--- src/rtl/sync_debounce_edge_detect.sv ---
// sync_debounce_edge_detect: debounces an already-synchronised input and
// produces a debounced level, one-cycle rise/fall pulses and saturating
// rise/fall event counters.
// Optional feature macro: DEBOUNCE_GLITCH_CNT_EN adds glitch_count[7:0],
// which counts qualification episodes that were aborted.
module sync_debounce_edge_detect #(
    parameter int unsigned DEBOUNCE_CYCLES = 16,
    parameter int unsigned CNT_W           = 16
) (
    input  logic             clk,
    input  logic             reset_n,
    input  logic             sync_in,
    input  logic             clr_count,
    output logic             level_out,
    output logic             rise_pulse,
    output logic             fall_pulse,
    output logic             busy,
    output logic [CNT_W-1:0] rise_count,
    output logic [CNT_W-1:0] fall_count
`ifdef DEBOUNCE_GLITCH_CNT_EN
    ,
    output logic [7:0]       glitch_count
`endif
);

    localparam int unsigned QW = $clog2(DEBOUNCE_CYCLES + 1);
    localparam logic [QW-1:0] CNT_LAST = QW'(DEBOUNCE_CYCLES - 1);

    typedef enum logic [1:0] {
        ST_STABLE_LO = 2'd0,
        ST_WAIT_HI   = 2'd1,
        ST_STABLE_HI = 2'd2,
        ST_WAIT_LO   = 2'd3
    } state_t;

    state_t          r_state;
    logic [QW-1:0]   r_cnt;

    // Qualification FSM with registered level, pulse and busy outputs
    always_ff @(posedge clk or negedge reset_n) begin
        if (!reset_n) begin
            r_state    <= ST_STABLE_LO;
            r_cnt      <= '0;
            level_out  <= 1'b0;
            rise_pulse <= 1'b0;
            fall_pulse <= 1'b0;
            busy       <= 1'b0;
        end else begin
            rise_pulse <= 1'b0;
            fall_pulse <= 1'b0;
            case (r_state)
                ST_STABLE_LO: begin
                    if (sync_in) begin
                        r_state <= ST_WAIT_HI;
                        r_cnt   <= QW'(1);
                        busy    <= 1'b1;
                    end
                end
                ST_WAIT_HI: begin
                    if (!sync_in) begin
                        r_state <= ST_STABLE_LO;
                        r_cnt   <= '0;
                        busy    <= 1'b0;
                    end else if (r_cnt == CNT_LAST) begin
                        r_state    <= ST_STABLE_HI;
                        r_cnt      <= '0;
                        busy       <= 1'b0;
                        level_out  <= 1'b1;
                        rise_pulse <= 1'b1;
                    end else begin
                        r_cnt <= r_cnt + QW'(1);
                    end
                end
                ST_STABLE_HI: begin
                    if (!sync_in) begin
                        r_state <= ST_WAIT_LO;
                        r_cnt   <= QW'(1);
                        busy    <= 1'b1;
                    end
                end
                ST_WAIT_LO: begin
                    if (sync_in) begin
                        r_state <= ST_STABLE_HI;
                        r_cnt   <= '0;
                        busy    <= 1'b0;
                    end else if (r_cnt == CNT_LAST) begin
                        r_state    <= ST_STABLE_LO;
                        r_cnt      <= '0;
                        busy       <= 1'b0;
                        level_out  <= 1'b0;
                        fall_pulse <= 1'b1;
                    end else begin
                        r_cnt <= r_cnt + QW'(1);
                    end
                end
                default: begin
                    r_state <= ST_STABLE_LO;
                    r_cnt   <= '0;
                    busy    <= 1'b0;
                end
            endcase
        end
    end

    // Event counters advance while the matching pulse is high; clr_count
    // in that same cycle leaves the pulsed counter at 1
    always_ff @(posedge clk or negedge reset_n) begin
        if (!reset_n) begin
            rise_count <= '0;
            fall_count <= '0;
        end else if (clr_count) begin
            rise_count <= rise_pulse ? CNT_W'(1) : '0;
            fall_count <= fall_pulse ? CNT_W'(1) : '0;
        end else begin
            if (rise_pulse && (rise_count != '1)) begin
                rise_count <= rise_count + CNT_W'(1);
            end
            if (fall_pulse && (fall_count != '1)) begin
                fall_count <= fall_count + CNT_W'(1);
            end
        end
    end

`ifdef DEBOUNCE_GLITCH_CNT_EN
    logic w_abort;
    logic r_abort;

    // A WAIT state falling back to its stable state is an aborted episode
    always_comb begin
        w_abort = 1'b0;
        if ((r_state == ST_WAIT_HI) && !sync_in) begin
            w_abort = 1'b1;
        end
        if ((r_state == ST_WAIT_LO) && sync_in) begin
            w_abort = 1'b1;
        end
    end

    // Glitch counter, timed like the event counters (one-cycle abort flag)
    always_ff @(posedge clk or negedge reset_n) begin
        if (!reset_n) begin
            r_abort      <= 1'b0;
            glitch_count <= '0;
        end else begin
            r_abort <= w_abort;
            if (clr_count) begin
                glitch_count <= r_abort ? 8'd1 : 8'd0;
            end else if (r_abort && (glitch_count != 8'hFF)) begin
                glitch_count <= glitch_count + 8'd1;
            end
        end
    end
`endif

endmodule

--- config.mk ---
export PLATFORM = sky130hd
export DESIGN_NAME = sync_debounce_edge_detect
export DESIGN_NICKNAME = d
export VERILOG_FILES = /design/src/rtl/sync_debounce_edge_detect.sv
export SDC_FILE = /design/constraint.sdc
export NUM_CORES = 1
export LEC_CHECK = 0
export CORE_ASPECT_RATIO = 1.1
export CORE_UTILIZATION = 54
export CTS_BUF_LIST = sky130_fd_sc_hd__clkbuf_2
export CTS_CLUSTER_DIAMETER = 30
export DETAILED_ROUTE_END_ITERATION = 10
export HOLD_SLACK_MARGIN = 0.1
export PLACE_DENSITY = 0.8
export SYNTH_ARGS = -nofsm -noshare
export SYNTH_HDL_FRONTEND = slang
export SYNTH_SLANG_ARGS = --single-unit
--- constraint.sdc ---
create_clock -name clk -period 2.49 [get_ports clk]
set_clock_uncertainty 0.2 [all_clocks]
set_input_delay 0.498 -clock clk [delete_from_list [all_inputs] [get_ports clk]]
set_output_delay 0.498 -clock clk [all_outputs]
set_load 0.005 [all_outputs]
# --- Word level (Yosys, flattened, before mapping) ---
# Index checks and enable logic that the tools add are counted.
word_totals:
  register_bits: 43
  inputBits: 4
  elab_cells: 69
op_classes:
  addsub: 3
  eq_ne: 14
  muxes: 35
  reduce_logical: 9
ops:
  columns: ["cell", "n"]
  rows:
  - ["16-bit 2-to-1 mux", 4]
  - ["16-bit by 1-bit adder with 16-bit output, second input constant", 2]
  - ["16-bit inequality test, second input constant", 2]
  - ["5-bit 2-to-1 mux", 5]
  - ["5-bit case mux with 4 select lines", 1]
  - ["1-bit 2-to-1 mux", 16]
  - ["2-bit 2-to-1 mux", 6]
  - ["2-bit inequality test, second input constant", 6]
  - ["2-bit case mux with 4 select lines", 1]
  - ["3-bit inequality test, second input constant", 2]
  - ["2-bit nonzero test", 3]
  - ["5-bit by 1-bit adder with 5-bit output, second input constant", 1]
  - ["5-bit by 4-bit == test with 1-bit output, second input constant", 1]
  - ["5-bit AND reduction", 1]
  - ["2-bit == test, second input constant", 2]
  - ["1-bit case mux with 4 select lines", 1]
  - ["4-bit AND reduction", 1]
  - ["2-bit by 1-bit == test with 1-bit output, second input constant", 1]
  - ["1-bit logical AND", 2]
  - ["2-bit logical NOT", 1]
  - ["1-bit case mux with 2 select lines", 1]
  - ["2-bit AND reduction", 1]

# --- Depth between registers and ports, before layout ---
# Gate-level depths: netlist of run 1.
depth:
  depth_word: 4
  ltp_mapped: 6
  mapped_depth_nobuf: 5

# --- Worst setup path after synthesis of run 1 ---
# No wires, ideal clock.
synth_path:
  path_type: "reg2reg"
  from: "register rise_count[0]"
  to: "register rise_count[0]"
  setup_ns: 0.120
  arrival_time_ns: 1.749
  setup_slack_ns: 0.421
  stages_incl_launch_ff: 7
  path_buffers: 1
  synth_period_minus_slack_ns: 2.069
  path_cell_list: "dfrtp_1 ha_1 nand3_1 o41ai_2 buf_2 o21ai_0 a31o_2"
synth_between:
  elab_chain_cells: 3
  elab_cells_between_ends: 6
  cone_classes: "add/sub (1); eq/ne (1); mux (2); reduce/logical (2)"
synth_lines:
  columns: ["element", "line", "text"]
  rows:
  - ["from (decl)", "18", "output logic [CNT_W-1:0] rise_count,"]
  - ["from (signal assigned)", "112", "rise_count <= rise_pulse ? CNT_W'(1) : '0;"]
  - ["from (signal assigned)", "116", "rise_count <= rise_count + CNT_W'(1);"]
  - ["16-bit by 1-bit adder with 16-bit output / 16-bit inequality test (equally long branches)", "116, 115", null]
  - ["16-bit 2-to-1 mux / 1-bit logical AND (equally long branches)", "115", "if (rise_pulse && (rise_count != '1)) begin"]
  - ["16-bit 2-to-1 mux / 2-bit nonzero test (equally long branches)", null, null]
# Parallel ways exist; a longest one is shown, timed or not. The select of a mux whose other input is x is not followed.
# A chain may end at the register's enable or synchronous reset.

# --- Final worst setup path of run 1 ---
layout_path:
  from: "register fall_pulse"
  to: "output port fall_pulse"
layout_lines:
  columns: ["element", "line", "text"]
  rows:
  - ["from (decl)", "16", "output logic fall_pulse,"]
  - ["from (signal assigned)", "46", "fall_pulse <= 1'b0;"]
  - ["from (signal assigned)", "50", "fall_pulse <= 1'b0;"]
  - ["from (signal assigned)", "91", "fall_pulse <= 1'b1;"]
# No word-level cell between the ends.

==> results of run 1 <==
[through the flow]
| step | cells | instance area [um2] | hold WS, ns |
|---|---|---|---|
| after detailed placement | 323 | 2710 | 0.297 |
| after floorplan | 232 | 2240 | 0.00241 |
| after global routing | 332 | 2790 | 0.382 |
| final | 332 | 2790 | 0.328 |
| after global placement | 323 | 2710 | 0.282 |
| after CTS | 332 | 2790 | 0.339 |
[worst max-delay path by stage]
stage,to,cells past startpoint
after floorplan,rise_count[0],6
after global placement,r_cnt[2],5
after CTS,fall_pulse,1
final,fall_pulse,1
after detailed placement,r_cnt[2],5
after global routing,fall_pulse,1
[cells in the mapped netlist, types with 2 or more instances]
cell type,n
dfrtp_1,43
o31ai_1,11
nand2_1,20
nor3_1,3
ha_1,3
inv_1,6
nor4_1,2
o21ai_0,17
or3_2,2
buf_2,3
o21bai_1,2
and3_1,2
nor3b_1,2
or3_1,12
nand4_1,9
or4_1,10
a21oi_1,25
nor2b_1,3
nand3_1,11
and2_1,2
and4_1,4
clkbuf_1,3
o211ai_1,2
nor2_1,7
mux2_2,2
[flip-flops by register name (all words and copies together) (netlist names), named ones only]
signal	cells
busy	1
rise_count	16
fall_count	16
fall_pulse	1
rise_pulse	1
r_cnt	5
level_out	1
r_state	1
[layer usage]
metal  track usage, %  wire (um)  part of all wire (%)
met1             30.4       2250                    47
met2             37.1       2340                    48
met3             5.76        176                   3.6
met4             7.58         58                   1.2
met5                0          0                     0
[power by group through the flow]
stage / clock, uW / sequential (uW) / combinational [uW]
5_1_grt: 434 / 717 / 64.2
2_1_floorplan: 0 / 726 / 25.9
6_report: 398 / 715 / 56.6
3_3_place_gp: 0 / 727 / 55.9
3_5_place_dp: 0 / 727 / 57.4
4_1_cts: 410 / 715 / 58.3
[cells in the final DEF, fill, tap and decap left out, drive strengths merged, types with 3 or more instances in the layout]
cell	Yosys	final
dfrtp	43	43
clkdlybuf4s50	0	38
a21oi	25	25
nand2	20	20
o21ai	17	17
or3	14	14
nand3	12	12
o31ai	11	11
or4	11	11
nand4	9	9
buf	4	8
nor2	7	7
inv	6	6
clkbuf	3	5
and4	4	4
nor3	3	3
nor2b	3	3
ha	3	3
nor4	3	3
[cell families (layout without fill, tap and decap cells)]
family,after synthesis,after routing,synth area share (%)
compound gates,74,74,21.1
flops,43,43,47.9
fa+ha+maj,3,3,1.67
buf+inv,13,61,2.51
xor+xnor,1,1,0.390
simple gates,95,95,24.9
mux,3,3,1.45
[final cells by class]
type                            instances  area (um2)
Inverter                                6        22.5
Clock buffer                            5        25.0
Tap cell                               52        65.1
Timing Repair Buffer                   47         448
Multi-Input combinational cell        176        1110
Sequential cell                        43        1080
Clock inverter                          3        38.8
Fill cell                             314        1180
==> flow_summary.toml, run 1 <==
[logic_synthesis]
synthCells = 232
syn_nets = 239
synth_area_um2 = 2240
synth_area_leaders = "dfrtp_1 (48%), a21oi_1 (5.6%), o21ai_0 (3.8%)"
yosys_register_bits = 43
seq_area_frac_synth_pct = 47.9
yosysUniqueCellTypes = 51
synth_edf_count = 0
synthArstFlopShare_pct = 100
ys_warn_count = 0
ys.flop_type = "dfrtp_1"
synth_top_area_share_pct = 47.9
avgSynthCellArea_um2 = 9.68
yosysTopAreaCell = "dfrtp_1"

[pwr]
netSwitchingPower_uw = 276
internal-power_uw = 894
pwr-share-clk_pct = 34.0
power_density_nw_per_um2 = 420
pwr-share-seq_pct = 61.1
finalPower_uw = 1170
swShare_pct = 23.6
comb_power_share_pct = 4.8
leakagePower_uw = 0.00106
irDropWorstVdd_mv = 0.348

[clock_tree]
clock-sinks = 43
clk_pin_slew_ns = 0.21
cts_tree = "yes"
clk_latency_ns = 0.43
clock-root-buffer = "clkbuf_2"
hold_buffers = 1
cts-htree-levels = 2
post_cts_resized = 0
postCtsSetupRepairBufs = 0
cts_buffers = 5
clk_path_buf_depth = 2

[final_layout]
layout-drive-gt1-share_pct = 8.93
diodes = 0
fin_util_pct = 70.3
areaGrowthSynthToFinish_pct = 24.2
nNetsFinal = 286

[placed_design]
io_buffer_count = 39
dp_hpwl_um = 3300
gp_congestion = 0.792
dpl_worst_slack_ns = 0.407

[sta]
hold_violations = 0
timing.fmax_mhz = 447
period_share_pct = 89.8
maxSlewHeadroom_pct = 64.2
setup_ws_ns = 0.255
tns_ns = 0
rsz0062_at_grt = "no"
setup_viol = 0
slew_viol_final = 0
worst_slew_pin_slew_ns = 0.538
period_minus_slack_ns = 2.23

[detailed_routing]
drtPass1Iterations = 4
drt-initial-drc-count = 123
wirelength_um = 4830
drc_errors = 0
ant_nets = 0
avgViaCountPerCell = 6.06
routedWlPerCell_um = 14.6
vias = 2011

[worst_setup_path]
end_kind = "output port"
cp-startpoint = "fall_pulse"
rrSetupSlack_ns = 0.38
r2r-end = "fall_count[11]"
reg2reg_from = "fall_count[0]"
crit_slowest_cell = "clkdlybuf4s50_1"
start_kind = "flip-flop"
crit_fanout = 9
worstPathRequired_ns = 1.79
cp_top_family = "buffers and inverters"
r2r_cells = 4
cp_num_buf_inv = 1
cp_slowest_stage_delay_ns = 0.58
critical_path_class = "flip-flop to output port"
worstPathCellList = "clkdlybuf4s50_1"
arrival_ns = 1.54

[die]
die_h_um = 69.6
io_pins = 40
coreArea_um2 = 3960
die_area_um2 = 4420
start_util_pct = 56.6
die_w_um = 63.5
num_rows = 24

[min_path]
min_to = "r_cnt[4]"
hold_start = "r_cnt[4]"
hold_path_depth = 1
min_path_type = "flip-flop to flip-flop"

[grt]
globalRouteOverflowTotal = 0
track_usage_pct = 23.1
grt_pass1_wl_um = 8030
antenna_found_initial = 0
grt_pass1_vias = 1740
grt_start_max_net_pins = 44

[job]
maxCapViolCount = 0

[status]
status = "finished, final reports clean"
(Power assumes the default switching activity.)
==> inputs of run 2 (changes only) <==
Settings changed: GPL_ROUTABILITY_DRIVEN set to 0.
==> results of run 2 <==
Final layout, timing and power as in run 1 (identical DEF).
==> inputs of run 3 (changes only) <==
--- a/config.mk
+++ b/config.mk
@@ -7,5 +7,7 @@
 export LEC_CHECK = 0
+export CELL_PAD_IN_SITES_DETAIL_PLACEMENT = 2
+export CELL_PAD_IN_SITES_GLOBAL_PLACEMENT = 2
 export CORE_ASPECT_RATIO = 1.1
-export CORE_UTILIZATION = 54
-export CTS_BUF_LIST = sky130_fd_sc_hd__clkbuf_2
+export CORE_UTILIZATION = 34
+export CTS_BUF_LIST = sky130_fd_sc_hd__clkbuf_4 sky130_fd_sc_hd__clkbuf_8
 export CTS_CLUSTER_DIAMETER = 30
==> constraint.sdc (replaced) <==
create_clock -name clk -period 2.49 [get_ports clk]
set_clock_uncertainty 0.2 [all_clocks]
set_input_delay 0.249 -clock clk [delete_from_list [all_inputs] [get_ports clk]]
set_output_delay 0.249 -clock clk [all_outputs]
set_load 0.005 [all_outputs]
==> flow_summary.toml, run 3 (synthesis results as in run 1) <==
[status]
status = "finished, final reports clean"

[detailed_routing]
drc_errors = 0
ant_nets = 0
vias = 2091
avgViaCountPerCell = 5.79
wirelength_um = 6310
drtPass1Iterations = 4
drt-initial-drc-count = 77
routedWlPerCell_um = 17.5

[pwr]
power_density_nw_per_um2 = 435
leakagePower_uw = 0.00108
finalPower_uw = 1250
irDropWorstVdd_mv = 0.280

[sta]
setup_viol = 0
rsz0062_at_grt = "no"
hold_violations = 0
period_minus_slack_ns = 2.17
worst_slew_pin_slew_ns = 0.542
tns_ns = 0
period_share_pct = 87.2
slew_viol_final = 0
maxSlewHeadroom_pct = 63.8
timing.fmax_mhz = 461

[grt]
grt_start_max_net_pins = 44
antenna_found_initial = 0
grt_pass1_wl_um = 10700
globalRouteOverflowTotal = 0
grt_pass1_vias = 2195
track_usage_pct = 19.6

[placed_design]
dp_cells = 352
io_buffer_count = 39
dp_hpwl_um = 4570

[clock_tree]
clock-sinks = 43
clk_path_buf_depth = 2
cts-htree-levels = 2
post_cts_resized = 0
cts_tree = "yes"
clk_latency_ns = 0.30
clk_pin_slew_ns = 0.09
clock-root-buffer = "clkbuf_8"
cts_buffers = 5

[final_layout]
nNetsFinal = 287
fin_util_pct = 45.7
mostFrequentLayoutCell = "dfrtp_1"
largest_registers = "fall_count: 16 flops, rise_count: 16 flops, r_cnt: 5 flops"
layout-drive-gt1-share_pct = 9.61
num-fill-cells = 661
areaGrowthSynthToFinish_pct = 27.8
diodes = 0
layout.cells.non_filler = 361
mostFrequentLayoutCells = "dfrtp_1 (43), clkdlybuf4s50_1 (38), a21oi_1 (25)"

[worst_setup_path]
start_kind = "flip-flop"
critical_path_class = "flip-flop to flip-flop"
end_kind = "flip-flop"
crit_fanout = 15
worstPathRequired_ns = 2.48
arrival_ns = 2.16

[min_path]
min_path_type = "input pin to async pin"

[die]
start_util_pct = 35.8
num_rows = 30
die_h_um = 87.2
die_w_um = 79.5
coreArea_um2 = 6270
io_pins = 40
die_area_um2 = 6930

[job]
maxCapViolCount = 0
==> run 3: worst paths after layout <==
| kind | start | endpoint | slack (ns) | cells after the start |
|---|---|---|---|---|
| setup / recovery | rise_count[0] | rise_count[0] | 0.32 | 6 |
| hold / removal | reset_n | fall_count[15] | 0.26 | 3 |
| setup reg to reg | rise_count[0] | rise_count[0] | 0.32 | 6 |
| hold reg to reg | r_cnt[4] | r_cnt[4] | 0.31 | 1 |
| max in group asynchronous | reset_n | fall_count[2] | 1.61 | 3 |
| min in group clk | r_cnt[4] | r_cnt[4] | 0.31 | 1 |
==> run 3: layout make-up <==
cell class / instances / area, um2 / area share, %
Clock inverter: 1 / 5.00 / 0.175
Clock buffer: 7 / 83.8 / 2.92
Timing Repair Buffer: 48 / 468 / 16.3
Tap cell: 80 / 100 / 3.49
Multi-Input combinational cell: 176 / 1110 / 38.8
Sequential cell: 43 / 1080 / 37.5
Inverter: 6 / 22.5 / 0.785
==> run 3: through the flow <==
stage          hold WS [ns]  cell area, um2  setup WS, ns
6_report              0.257            2870         0.319
2_1_floorplan        -0.247            2240         0.421
3_3_place_gp         0.0526            2770         0.427
3_5_place_dp         0.0549            2770         0.351
4_1_cts               0.275            2870         0.320
5_1_grt               0.292            2870         0.175
==> run 3: power by group <==
| group | total (uW) | switching [uW] | internal (uW) |
|---|---|---|---|
| clock | 466 | 247 | 219 |
| combinational | 66.1 | 39.6 | 26.5 |
| sequential | 714 | 8.67 | 705 |
==> run 3: timing repair <==
item | 4_1_cts | 5_1_grt
hold buffers | 1 | 0
buffers inserted | 0 | 0
endpoints found under the hold margin | 43 | 0
==> run 3: critical path, cell delays in order (launching register included) <==
cell,delay [ns]
dfrtp_1,0.43
ha_1,0.26
nand3_1,0.24
o41ai_2,0.40
buf_4,0.24
o21ai_0,0.09
a31o_2,0.21
==> run 3: layer usage <==
layer / track usage (%) / routed length (um) / vias up
li1: - / - / 998
met1: 24.4 / 2850 / 1059
met2: 34.0 / 3200 / 27
met3: 4.40 / 183 / 7
met4: 5.12 / 64 / 0
met5: 0 / 0 / -
